**src/rtl/lcd_pkg.sv**
```systemverilog
// lcd_pkg: shared state encoding, counter width, 50 MHz timing defaults and
// HD44780 command codes for the LCD1602 bus writer.
package lcd_pkg;

    typedef enum logic [2:0] {IDLE, SETUP, PULSE, HOLD, WAIT} state_t;

    localparam int CW = 17;

    localparam int DEF_T_AS   = 2;
    localparam int DEF_T_PW   = 12;
    localparam int DEF_T_H    = 2;
    localparam int DEF_T_EXEC = 2000;
    localparam int DEF_T_LONG = 76000;

    localparam logic [7:0] CLEAR = 8'h01;
    localparam logic [7:0] HOME  = 8'h02;

    // Codes 0x01-0x03 (clear / return home) need the long execution wait.
    function automatic logic is_long(input logic rs, input logic [7:0] d);
        return !rs && (d & ~(CLEAR | HOME)) == 8'd0 && d != 8'd0;
    endfunction

endpackage

```
**src/rtl/lcd_delay.sv**
```systemverilog
// lcd_delay: loadable down-counter; a phase loaded with N raises done on its
// N-th (last) cycle so the FSM changes phase exactly N clocks after loading.
module lcd_delay
    import lcd_pkg::*;
(
    input  logic          clk,
    input  logic          rst,
    input  logic          load,
    input  logic [CW-1:0] value,
    output logic          done
);

    logic [CW-1:0] cnt;

    always_ff @(posedge clk or posedge rst)
        if (rst)
            cnt <= '0;
        else if (load)
            cnt <= value;
        else if (cnt != '0)
            cnt <= cnt - CW'(1);

    assign done = cnt == CW'(1);

endmodule

```
**src/rtl/lcd_bus_writer.sv**
```systemverilog
// lcd_bus_writer: drives the HD44780 parallel bus with setup, enable-width and
// hold timing, then waits out the controller execution time per byte.
module lcd_bus_writer
    import lcd_pkg::*;
#(
    parameter int BUS4   = 0,
    parameter int T_AS   = DEF_T_AS,
    parameter int T_PW   = DEF_T_PW,
    parameter int T_H    = DEF_T_H,
    parameter int T_EXEC = DEF_T_EXEC,
    parameter int T_LONG = DEF_T_LONG
)(
    input  logic       C,
    input  logic       R,
    input  logic       STB,
    input  logic       RS_IN,
    input  logic [7:0] D_IN,
    output logic       RDY,
    output logic       LCD_RS,
    output logic       LCD_RW,
    output logic       LCD_E,
    output logic [7:0] LCD_D
);

    state_t        state, state_n;
    logic          rdy_n, e_n, rs_n, long_q, long_n, hi, hi_n;
    logic [7:0]    d_n, byte_q, byte_n;
    logic          load, done;
    logic [CW-1:0] value;

    lcd_delay u_delay (.clk(C), .rst(R), .load(load), .value(value), .done(done));

    assign LCD_RW = 1'b0;

    always_ff @(posedge C or posedge R)
        if (R) begin
            state  <= IDLE;
            RDY    <= 1'b1;
            LCD_E  <= 1'b0;
            LCD_RS <= 1'b0;
            LCD_D  <= 8'd0;
            byte_q <= 8'd0;
            long_q <= 1'b0;
            hi     <= 1'b0;
        end else begin
            state  <= state_n;
            RDY    <= rdy_n;
            LCD_E  <= e_n;
            LCD_RS <= rs_n;
            LCD_D  <= d_n;
            byte_q <= byte_n;
            long_q <= long_n;
            hi     <= hi_n;
        end

    always_comb begin
        state_n = state;
        rdy_n   = RDY;
        e_n     = LCD_E;
        rs_n    = LCD_RS;
        d_n     = LCD_D;
        byte_n  = byte_q;
        long_n  = long_q;
        hi_n    = hi;
        load    = 1'b0;
        value   = '0;
        case (state)
            IDLE: if (STB && RDY) begin
                rs_n    = RS_IN;
                byte_n  = D_IN;
                d_n     = BUS4 != 0 ? {D_IN[7:4], 4'h0} : D_IN;
                rdy_n   = 1'b0;
                long_n  = is_long(RS_IN, D_IN);
                hi_n    = BUS4 != 0;
                load    = 1'b1;
                value   = CW'(T_AS);
                state_n = SETUP;
            end
            SETUP: if (done) begin
                e_n     = 1'b1;
                load    = 1'b1;
                value   = CW'(T_PW);
                state_n = PULSE;
            end
            PULSE: if (done) begin
                e_n     = 1'b0;
                load    = 1'b1;
                value   = CW'(T_H);
                state_n = HOLD;
            end
            HOLD: if (done) begin
                load    = 1'b1;
                // In 4-bit mode the high nibble goes first; the low nibble gets its own strobe.
                if (hi) begin
                    d_n     = {byte_q[3:0], 4'h0};
                    hi_n    = 1'b0;
                    value   = CW'(T_AS);
                    state_n = SETUP;
                end else begin
                    value   = long_q ? CW'(T_LONG) : CW'(T_EXEC);
                    state_n = WAIT;
                end
            end
            WAIT: if (done) begin
                rdy_n   = 1'b1;
                state_n = IDLE;
            end
            default: begin
                state_n = IDLE;
                rdy_n   = 1'b1;
                e_n     = 1'b0;
                rs_n    = 1'b0;
                d_n     = 8'd0;
                byte_n  = 8'd0;
                long_n  = 1'b0;
                hi_n    = 1'b0;
            end
        endcase
    end

endmodule

```
**config.mk**
```make
export PLATFORM = sky130hd
export DESIGN_NAME = lcd_bus_writer
export DESIGN_NICKNAME = d
export VERILOG_FILES = /design/src/rtl/lcd_pkg.sv /design/src/rtl/lcd_delay.sv /design/src/rtl/lcd_bus_writer.sv
export SDC_FILE = /design/constraint.sdc
export NUM_CORES = 1
export LEC_CHECK = 0
export CORE_MARGIN = 3
export CORE_UTILIZATION = 54
export CTS_CLUSTER_SIZE = 40
export DETAILED_ROUTE_END_ITERATION = 10
export PLACE_DENSITY = 0.78
export REMOVE_ABC_BUFFERS = 1
export SYNTH_ARGS = -nofsm -noshare
export SYNTH_HDL_FRONTEND = slang
export SYNTH_SLANG_ARGS = --single-unit
```
**constraint.sdc**
```tcl
create_clock -name C -period 2.5 [get_ports C]
set_clock_uncertainty 0.1 [all_clocks]
set_input_delay 0.5 -clock C [delete_from_list [all_inputs] [get_ports C]]
set_output_delay 0.5 -clock C [all_outputs]
set_load 0.05 [all_outputs]
```
* Word level (Yosys, flattened, before mapping) *
Cells that the tools add are included.

operators by class
  add/sub/neg operators = 1
  eq/ne operators = 11
  muxes and demuxes = 34
  bitwise operators = 4
  reduce and logical (&&, ||, !) cells = 19

operators with widths
  operator                 number
  $mux W17                 5
  $pmux W17 S4             1
  $mux W8                  3
  $pmux W8 S3              1
  $mux W3                  6
  $eq A17 B1 Y1 const B    1
  $reduce_bool A17 Y1      1
  $sub A17 B1 Y17 const B  1
  $pmux W3 S5              1
  $ne A2 B2 Y1 const B     6
  $pmux W1 S3              3
  $reduce_and A3 Y1        3
  $reduce_or A3 Y1         3
  $logic_not A8 Y1         1
  $pmux W4 S2              1
  $reduce_bool A8 Y1       1
  $mux W1                  7
  $eq A3 B2 Y1 const B     2
  $pmux W1 S2              3
  $reduce_and A5 Y1        1
  $mux W2                  2
  $mux W4                  1
  $not A1 Y1               4
  $reduce_and A4 Y1        1
  other kinds (8)          10

storage, ports and cells
  register bits after elaboration = 37
  output and inout bits = 12

* Logic depth before layout (Yosys ltp) *
  depth in word-level cells = 5
  mapped depth = 8
  gate-level depth less buffers = 7

* Cells and area by module *
A second synthesis with hierarchy kept.

unflattened totals
  cell total of the unflattened synthesis = 190
  area, all modules = 1998.2 um2

modules (own cells, without submodules)
  module          times used  cells an instance  area an instance (um2)  seq. area each (um2)
  lcd_delay       1           112                1048.5                  425.4
  lcd_bus_writer  1           78                 949.7                   476.7

* Least setup slack after synthesis *
OpenSTA, ideal clock, no wires.

  path type = reg-to-reg
  start = register u_delay.cnt[1]
  end = register LCD_E
  setup time = 0.118 ns
  arrival time = 2.032 ns
  setup slack = 0.250 ns
  cell stages (with the launch flop) = 8
  path buffers = 0
  period minus slack after synthesis = 2.250 ns
  cell sequence = dfrtp_1 -> inv_1 -> ha_1 -> or4b_2 -> or4_4 -> o21ai_1 -> a21oi_1 -> a21o_1

between the ends
  cells in the longest elaborated chain, start to end = 3
  elaborated cells on any way between the ends = 4

RTL lines
  element                                 RTL line              source
  start, declared                         lcd_delay.sv:13       logic [CW-1:0] cnt;
  start signal, assigned                  lcd_delay.sv:19       cnt <= value;
  start signal, assigned                  lcd_delay.sv:21       cnt <= cnt - CW'(1);
  $eq A17 B1 Y1 (*)                       lcd_delay.sv:23       assign done = cnt == CW'(1);
  $ne A2 B2 Y1 (no source line)           n/a
  $reduce_and A3 Y1 (no source line) (*)  n/a
  end signal, assigned                    lcd_bus_writer.sv:48  LCD_E <= e_n;
  end, declared                           lcd_bus_writer.sv:21  output logic LCD_E,

Mark *: on every way between the ends. The rest lies on a longest branch, timed or not.
A chain may end at the register's enable or synchronous reset.

* Worst setup path in the final report *
  start = register u_delay.cnt[3]
  end = register state[0]

between the ends
  cells in the longest elaborated chain, start to end = 3
  elaborated cells on any way between the ends = 6

RTL lines
  element                                 RTL line              source
  $eq A17 B1 Y1 (*)                       lcd_delay.sv:23
  $ne A2 B2 Y1 (no source line)           n/a
  $reduce_and A5 Y1 (no source line) (*)  n/a
  end signal, assigned                    lcd_bus_writer.sv:46  state <= state_n;
  end, declared                           lcd_bus_writer.sv:25  state_t state, state_n;

Marks and branches as above.

==> results.txt <==
The largest voltage drop on the vdd net came out at 0.0003320 V. The number of ports placed on the die boundary came out at 24. The initial antenna violation count is 0.

The number of global-route vias before repair is 1,579. The kind of start point of the critical path is a flop. After clock tree synthesis, the clock-pin slew on the worst setup and hold paths is 0.11 ns. In the global route stage, overall resource usage came out at 0.2132. The transition time of the tightest slew-check pin is 0.5062 ns.

The library cell contributing the largest single delay on the critical path is sky130_fd_sc_hd__or4_1. The number of routed nets with antenna violations came out at 0. The overall power of the completed layout came out at 910.3 µW. The synthesis-stage register bit count came out at 36. Yosys mapped a number of flops with a built-in enable equal to 0. The flow ran to the end, and the final reports show no timing, DRC or antenna violations. The post-detailed-routing wire length is 3.853 mm. Of the total power, the clock network draws 0.320. The maximum operating frequency came out at 418.1 MHz.

The global-route wire length before repair came out at 6.969 mm. Across all layers, the routed design uses 1,499 vias. Leaving out fill and tap cells, the most frequent cell in the layout is sky130_fd_sc_hd__dfrtp_1.

The adder-cell area share of the yosys netlist came out at 0.01366. The internal power of the cells totals 702.8 µW. Relative to the synthesized area, the layout overhead comes to 19.88%. The number of standard-cell rows in the floorplan is 20. Including well taps, the total number of placed cells is 250. CTS placed an instance of sky130_fd_sc_hd__clkbuf_4 at the clock tree root.

The simple-gate share of the synthesized area is 0.2227. Adding up every negative setup slack in the final design gives 0 ns. A synthesized cell averages 9.901 µm². Of the total power, registers draw 0.639.

Hold repair after CTS inserted 0 buffers. The worst setup path is of the reg2reg kind. The average wire per cell in the routed design came out at 14.93 µm. The HPWL after detailed placement is 2.772 mm.

The final standard cell utilization of the core came out at 0.6964. Walking the worst path, the cells encountered are or4_1 -> or4_4 -> nor3b_2 -> a21oi_1 -> a21oi_1. The part of the total power dissipated in combinational logic came out at 0.041. After synthesis, the share of flip-flops with an asynchronous set or reset is 1.000. The x dimension of the die is 64.24 µm. The count of distinct cell types in the synthesized netlist came out at 45. The number of warnings printed during yosys synthesis is 0. The worst-path maximum fanout is 7. Among all flip-flop cells after synthesis, the most frequent one is sky130_fd_sc_hd__dfrtp_1. At the worst endpoint, the arrival time is 2.55 ns. In this run the power spent charging and discharging nets is 207.5 µW. The mux share of post-synthesis cell area is 0. The summed instance area of the synthesized netlist is 1832 µm². The fill cell instance count of the final layout is 253.

The TritonCTS sink count came out at 36. The number of diodes came out at 0. The final max-slew violation count came to 0. The number of search-and-repair iterations in the first detailed-routing pass is 4.

The fraction of the mapped netlist area in compound gates is 0.1687. The layout cell share with drive strength beyond 1 is 0.1215. The final critical-path share of the clock period came out at 0.9567.

The nature of the critical path endpoint is a flop. The average via count per standard cell is 5.810. The routed design could run at a clock period as short as 2.392 ns. The total clock buffers created by CTS came out at 5. The final instance count without filler cells came out at 258. The worst slew margin relative to its limit came out at 0.6615.

For this configuration, the core starts out at a cell density of 0.5810. The register area share after synthesis came out at 0.4925. The largest single stage delay on the critical path is 0.72 ns.

Routability-driven placement finished with a final weighted congestion of 0.8529. The tool flagged a number of max-cap violations equal to 0. The die height came out at 64.24 µm. Counting along the longest clock path gives a buffer depth of 2. In the detailed route, the total length drawn on met2 is 1.892 mm. The TritonCTS clock tree is built. After the last flow step, the layout net total stands at 228. The number of DRC violations after detailed-routing iteration 0 came out at 70. The final global-route overflow total is 0.

The net switching share of the total power is 0.2280. Setup repair after global routing left no endpoint under its margin. The hold violation total from the final report was 0. The die covers 4127 µm². The H-tree generated during clock tree synthesis spans 2 levels. The detailed router used layers up to and including met4. By instance count, the cell type seen most on the critical path is sky130_fd_sc_hd__a21oi_1.

Setup violations remaining at the end of the flow were counted as 0. Of the total synthesized cell area, the portion taken by XOR and XNOR cells is 0.06694. STA puts the critical path data required time at 2.66 ns.

In the synthesized netlist, the number of instances is 185. Buffers placed on the I/O ports in this run total 22. Leaving out fill and tap cells, the most frequent cells in the layout are sky130_fd_sc_hd__dfrtp_1, sky130_fd_sc_hd__nand2_1, sky130_fd_sc_hd__clkdlybuf4s50_1, sky130_fd_sc_hd__a21oi_1. The detailed router put a total of 1.669 mm of wire on met1. Entering global routing, the biggest net connects 37 pins. Power spread over the standard cell area amounts to 414.6 nW/µm². The area of the placeable core came out at 3153 µm².

The leakage component of the power is 0.9224 nW. After synthesis, the largest family of logic cells by area is simple AND/OR/NAND/NOR gates. The worst-skew pair later-pin latency is 0.33 ns.

The worst hold-check path type is reg2reg. The length of routed met3 wiring came out at 202 µm. For this run, design rule violations remaining after detail routing come to 0.
[registers in the layout, summed over array words and instances, names as in the netlist]
register and cells:
LCD_D 8, LCD_E 1, LCD_RS 1, RDY 1, byte_q 4, long_q 1
state 3, u_delay.cnt 17
[synth_stat cells, types with 2 or more instances]
library cell,number,area share
sky130_fd_sc_hd__or4_1,4,0.016
sky130_fd_sc_hd__a21oi_1,16,0.044
sky130_fd_sc_hd__inv_1,5,0.010
sky130_fd_sc_hd__nor4_1,6,0.020
sky130_fd_sc_hd__nor3_1,6,0.016
sky130_fd_sc_hd__and2_1,3,0.010
sky130_fd_sc_hd__a22o_1,9,0.043
sky130_fd_sc_hd__nor2b_1,2,0.0068
sky130_fd_sc_hd__dfrtp_1,35,0.48
sky130_fd_sc_hd__o21ai_0,8,0.022
sky130_fd_sc_hd__a22oi_1,4,0.016
sky130_fd_sc_hd__a21oi_2,2,0.0096
sky130_fd_sc_hd__xnor2_1,7,0.033
sky130_fd_sc_hd__xor2_1,7,0.033
sky130_fd_sc_hd__ha_1,2,0.014
sky130_fd_sc_hd__nand3_1,5,0.014
sky130_fd_sc_hd__nor2_1,6,0.012
sky130_fd_sc_hd__nand3b_1,2,0.0082
sky130_fd_sc_hd__nor3b_1,2,0.0082
sky130_fd_sc_hd__a21o_1,2,0.0082
sky130_fd_sc_hd__nand2_1,23,0.047
sky130_fd_sc_hd__clkbuf_1,3,0.0061
sky130_fd_sc_hd__buf_2,4,0.011
[path summary, 6_finish.rpt]
kind	from	end	slack (ns)	depth (start not counted)
min in group asynchronous	R	LCD_D[0]	0.46	3
worst min-delay path	LCD_D[4]	LCD_D[4]	0.39	2
worst max-delay path	u_delay.cnt[3]	state[0]	0.11	5
worst min register to register	LCD_D[4]	LCD_D[4]	0.39	2
max in group asynchronous	R	RDY	1.49	3
worst max register to register	u_delay.cnt[3]	state[0]	0.11	5
[cell families (layout without fill, tap and decap cells)]
logic type,count (synthesis),after routing
and+or+nand+nor,71,71
AOI/OAI and AO/OA,47,47
DFF,36,36
xor gates and xnor gates,14,14
buffers and inverters,14,43
adders and majority gates,2,2
other,1,1
[power by group through the flow]
stage / registers, mW / logic [mW] / clock network (mW)
finish: 0.582 / 0.0370 / 0.291
global route: 0.582 / 0.0407 / 0.322
CTS: 0.582 / 0.0381 / 0.294
detailed placement: 0.593 / 0.0381 / 0
global placement: 0.593 / 0.0371 / 0
floorplan: 0.593 / 0.0127 / 0
[layer usage]
metal | track usage | up-vias
met1 | 0.2600 | 722
met4 | 0.09235 | 0
li1 | - | 723
met2 | 0.3582 | 44
met3 | 0.05097 | 10
met5 | 0 | -
[repair_timing]
action	4_1_cts	5_1_grt
endpoints found under the setup margin	0	12
setup buffers	0	1
gates resized for setup	0	3
[area by class of cell]
| cell class | instances | area, µm² | share of cell area |
|---|---|---|---|
| Timing Repair Buffer | 31 | 287.8 | 0.1311 |
| Clock buffer | 6 | 41.29 | 0.01880 |
| Multi-Input combinational cell | 135 | 885.9 | 0.4034 |
| Clock inverter | 1 | 5.005 | 0.002279 |
| Sequential cell | 36 | 902.1 | 0.4108 |
| Inverter | 5 | 18.77 | 0.008547 |
| Tap cell | 44 | 55.05 | 0.02507 |
[metrics by stage]
step           cell area [µm²]  worst slack [ns]  hold WS (ns)
2_1_floorplan             1789            0.1166        0.3669
3_3_place_gp              2125            0.1954        0.3694
3_5_place_dp              2125            0.1412        0.3774
4_1_cts                   2171            0.1122        0.4013
5_1_grt                   2196           0.02270        0.4313
6_report                  2196            0.1082        0.3911
[worst max-delay path: cells and delay by family (launching register included)]
kind            cells  cell delay [ns]
compound gates      2             0.22
simple gates        3             1.55
flops               1             0.45
Note: power is estimated with default switching activity, not from simulation.
